### src/rtl/fetch_stage.sv
// fetch_stage: PC register, IF/ID register and variable-latency imem req/ack front end.
// Ports: clk/rst (async active-high); pcwrite, if_id_write, if_id_reg_flush, pcsrc,
//        branch_target from decode control; imem_req/imem_addr/imem_ack/imem_rdata
//        memory handshake; if_id_instr/if_id_pc_plus4/if_id_valid IF/ID contents;
//        fetch_pending = request outstanding without ack this cycle.
module fetch_stage #(
  parameter logic [31:0] RESET_PC  = 32'h0000_0000,
  parameter logic [31:0] NOP_INSTR = 32'h0000_0000
) (
  input  logic        clk,
  input  logic        rst,
  input  logic        pcwrite,
  input  logic        if_id_write,
  input  logic        if_id_reg_flush,
  input  logic [1:0]  pcsrc,
  input  logic [31:0] branch_target,
  output logic        imem_req,
  output logic [31:0] imem_addr,
  input  logic        imem_ack,
  input  logic [31:0] imem_rdata,
  output logic [31:0] if_id_instr,
  output logic [31:0] if_id_pc_plus4,
  output logic        if_id_valid,
  output logic        fetch_pending
);
  typedef enum logic [1:0] {FETCH, HOLD, DISCARD} state_t;
  state_t      r_state;
  logic [31:0] r_pc, r_old_addr, r_hold_instr, r_instr, r_pc4;
  logic        r_valid;
  logic        w_redirect, w_flush, w_avail;
  logic [31:0] w_target, w_pc4, w_dinstr;
  assign w_redirect = pcwrite & (pcsrc == 2'b01 | pcsrc == 2'b10);
  assign w_flush    = pcwrite & if_id_reg_flush;
  assign w_target   = pcsrc == 2'b01 ? branch_target : {r_pc4[31:28], r_instr[25:0], 2'b00};
  assign w_pc4      = r_pc + 32'd4;
  // PC does not move while an instruction sits in the hold buffer, so pc+4 is still its link value
  assign w_avail    = ~w_redirect & ((r_state == FETCH & imem_ack) | r_state == HOLD);
  assign w_dinstr   = r_state == HOLD ? r_hold_instr : imem_rdata;
  assign imem_req       = r_state != HOLD;
  assign imem_addr      = r_state == DISCARD ? r_old_addr : r_pc;
  assign fetch_pending  = imem_req & ~imem_ack;
  assign if_id_instr    = r_instr;
  assign if_id_pc_plus4 = r_pc4;
  assign if_id_valid    = r_valid;
  always_ff @(posedge clk or posedge rst) begin
    if (rst) begin
      r_state      <= FETCH;
      r_pc         <= RESET_PC;
      r_old_addr   <= RESET_PC;
      r_hold_instr <= NOP_INSTR;
      r_instr      <= NOP_INSTR;
      r_pc4        <= 32'h0;
      r_valid      <= 1'b0;
    end else begin
      if (w_flush) begin
        r_instr <= NOP_INSTR;
        r_pc4   <= 32'h0;
        r_valid <= 1'b0;
      end else if (if_id_write) begin
        r_instr <= w_avail ? w_dinstr : NOP_INSTR;
        r_pc4   <= w_avail ? w_pc4 : 32'h0;
        r_valid <= w_avail;
      end
      case (r_state)
        FETCH:
          if (imem_ack) begin
            if (w_redirect) r_pc <= w_target;
            else if (if_id_write) r_pc <= w_pc4;
            else begin
              r_hold_instr <= imem_rdata;
              r_state      <= HOLD;
            end
          end else if (w_redirect) begin
            // the in-flight response must still be consumed, so remember its address
            r_old_addr <= r_pc;
            r_pc       <= w_target;
            r_state    <= DISCARD;
          end
        HOLD:
          if (w_redirect) begin
            r_pc    <= w_target;
            r_state <= FETCH;
          end else if (if_id_write) begin
            r_pc    <= w_pc4;
            r_state <= FETCH;
          end
        default: begin
          if (w_redirect) r_pc <= w_target;
          if (imem_ack) r_state <= FETCH;
        end
      endcase
    end
  end
endmodule

### config.mk
export PLATFORM = sky130hd
export DESIGN_NAME = fetch_stage
export DESIGN_NICKNAME = d
export VERILOG_FILES = /design/src/rtl/fetch_stage.sv
export SDC_FILE = /design/constraint.sdc
export NUM_CORES = 1
export LEC_CHECK = 0
export BUFFER_PORTS_ARGS = -buffer_cell sky130_fd_sc_hd__buf_2
export CORE_ASPECT_RATIO = 0.5
export CORE_MARGIN = 2
export CORE_UTILIZATION = 30
export CTS_CLUSTER_DIAMETER = 200
export CTS_CLUSTER_SIZE = 24
export DETAILED_ROUTE_END_ITERATION = 12
export PLACE_DENSITY = 0.56
export REMOVE_ABC_BUFFERS = 1
export SYNTH_ARGS = -nofsm -noshare
export SYNTH_HDL_FRONTEND = slang
export SYNTH_SLANG_ARGS = --single-unit
export TNS_END_PERCENT = 5
### constraint.sdc
create_clock -name clk -period 7.4 [get_ports clk]
set_clock_uncertainty 0.1 [all_clocks]
set_input_delay 1.48 -clock clk [delete_from_list [all_inputs] [get_ports clk]]
set_output_delay 1.48 -clock clk [all_outputs]
set_load 0.02 [all_outputs]
==> qor.yml <==
worst_setup_path:
  slowest_delay_ps: 920
  crit_type: "register to output pin"
  crit_chain: "nor2b_4 > mux2_2 > buf_2"
  critPathSlowestCell: "nor2b_4"
  start_kind: "register"
  arrival_ps: 2480
  required_ps: 5820
  end_kind: "output pin"
  r2r_end: "r_hold_instr[30]"
  ff2ff_setup_slack_ps: 4870
  path_max_fanout: 34
  rr_startpoint: "r_state[0]"
  reg2regPathDepth: 5
route:
  drtIter0Drc: 283
  route.vias.total: 6069
  firstDrtPassIters: 4
  wirelength_microns: 22600
  ant_nets: 0
  drt_drc_violations_left: 0
  wl_per_cell_microns: 18.1
  via_per_inst: 4.85
placed_design:
  globalplace.congestion: 0.807
  io_buffers: 170
  dp_worst_setup_slack_ps: 3110
  place_inst: 1218
  dp_hpwl_microns: 15000
logic_synthesis:
  async_flop_share: 1.00
  synthCells: 745
  synth_area_sq_um: 8050
  synth_top_flop_cell: "dfrtp_1"
  yosysSeqAreaShare: 0.507
  synth-seq-cells: 163
  yosysUniqueCellTypes: 37
  synth_edf_count: 0
  yosys_warnings: 0
  avgSynthCellArea_sq_um: 10.8
global_route:
  grt_antenna_before_repair: 2
  grt_pass1_wl_microns: 35200
  grt_max_degree: 91
  overflow: 0
  grt_pass1_vias: 6080
  grt_util_all_layers: 0.162
run:
  drv_cap: 0
clock_tree:
  ctsHoldBuffers: 0
  cts.sinks: 163
  cts_resized: 0
  clock_latency_ps: 430
  clk_pin_slew_worst_paths_ps: 70
  h-tree-depth: 4
  tritoncts: "yes"
  cts_buffers: 17
  cts_buffer_depth: 2
  cts-root-buf: "clkbuf_16"
  post-cts-setup-buffer-count: 0
timing:
  fmax_ghz: 0.247
  setup_viol: 0
  hold_viol_final: 0
  grt_setup_unrepaired: "false"
  tightest_slew_ps: 1220
  min_period_over_period: 0.548
  setup_ws_ps: 3340
  slew_headroom: 0.183
  fin_crit_ps: 4060
  finalSetupTns_ps: 0
  maxSlewViolCount: 0
pwr:
  pwr-share-seq: 0.434
  p_sw_frac: 0.324
  finalPower_mw: 2.97
  p_sw_mw: 0.963
  p_leak_nw: 4.45
  combPwrFrac: 0.250
  internal-power_mw: 2.01
  vdd_drop_max_mv: 0.127
  power_frac_clock: 0.316
  powerDensity_nw_per_um2: 302
die:
  dieArea_sq_um: 28200
  fp.dieW_microns: 236
  num_rows: 42
  num_io_pins: 171
  core-area_sq_um: 26400
  dieHeight_microns: 120
  start_util: 0.305
cells_and_area:
  final_common_cell: "buf_2"
  fin_nets: 959
  syn_to_final_growth_pct: 22.4
  n_fill_cell: 2629
  final_cells: 1251
  regArea_sq_um: 4080
  drive_above_1_share: 0.361
  final_cell_mix: "170 x buf_2, 163 x dfrtp_1, 95 x mux2_2, 83 x nand2_1, 65 x o21ai_0"
  multiInputGateArea_sq_um: 3760
min_path:
  worstHoldStart: "if_id_valid"
  min_path_type: "register to register"
  hold_depth: 2
  hold_end: "if_id_valid"
run_status:
  outcome: "finished clean"
==> synthesized netlist by cell type, drive strengths merged, types with 8 or more instances <==
cell | instances | area share
xor2 | 35 | 0.038
nor2 | 11 | 0.0051
clkbuf | 43 | 0.020
nand3 | 23 | 0.015
a21oi | 29 | 0.018
a211oi | 28 | 0.026
dfrtp | 163 | 0.51
o21ai | 65 | 0.040
mux2 | 95 | 0.13
mux2i | 33 | 0.041
nor2b | 31 | 0.024
nand4 | 18 | 0.015
buf | 16 | 0.0098
nor3 | 8 | 0.0062
xnor2 | 22 | 0.024
nand2 | 85 | 0.040
==> power groups by stage <==
stage               Clock, mW  Sequential, mW  Combinational [mW]
floorplan                   0            1.30               0.485
global placement            0            1.29               0.741
detailed placement          0            1.31               0.754
CTS                     0.958            1.29               0.757
global route             1.00            1.32               0.807
finish                  0.939            1.29               0.743
==> worst max-delay path: cells and delay by family, from the launching register on <==
kind	cells	cell delay, ps
buffers and inverters	1	170
flip-flops	1	500
multiplexers	1	450
AND/OR/NAND/NOR	1	920
==> cell type report <==
class / count / share of cell area
Timing Repair Buffer: 180 / 0.0940
Antenna cell: 1 / 0.000254
Multi-Input combinational cell: 518 / 0.381
Tap cell: 352 / 0.0447
Clock buffer: 21 / 0.0478
Sequential cell: 163 / 0.414
Clock inverter: 11 / 0.0155
Inverter: 5 / 0.00241
==> flip-flops by register name (all words and copies together), names as in the netlist <==
register,flops
if_id_instr,32
if_id_pc_plus4,32
if_id_valid,1
r_hold_instr,32
r_old_addr,32
r_pc,32
r_state,2
==> metrics by stage <==
stage / hold slack (ps) / util / area (sq um)
floorplan: 374 / - / 7810
global placement: 355 / 0.350 / 9230
detailed placement: 359 / 0.350 / 9230
CTS: 376 / 0.373 / 9850
global route: 400 / 0.373 / 9850
finish: 376 / 0.373 / 9850
==> metal layers <==
metal  GRT usage  up-vias  wire length [microns]
met5           0        -                     13
met4      0.0573        2                    476
met3      0.0331       35                    787
met2       0.272       86                  11400
met1       0.210     3047                   9950
li1            -     2899                      -
==> cell families (layout without fill, tap and decap cells) <==
logic type	count (synthesis)	in the layout	synth area share
compound gates	127	127	0.0897
xor+xnor	57	57	0.0620
fa+ha+maj	2	2	0.00311
buf+inv	64	217	0.0323
flops	163	163	0.507
mux	128	128	0.174
other cells	0	1	0
simple gates	204	204	0.132
==> worst max path at each step <==
stage          slack [ps]  cells past startpoint        from             end
6_report             3340                      3  r_state[1]   imem_addr[16]
3_5_place_dp         3110                      9    pcsrc[1]   r_old_addr[7]
5_1_grt              3220                      3  r_state[1]   imem_addr[16]
3_3_place_gp         3170                      9    pcsrc[1]   r_old_addr[1]
4_1_cts              3270                      3  r_state[1]   imem_addr[16]
2_1_floorplan        1420                      1         rst  if_id_instr[0]
No activity file was read; power rests on OpenSTA's default activity.
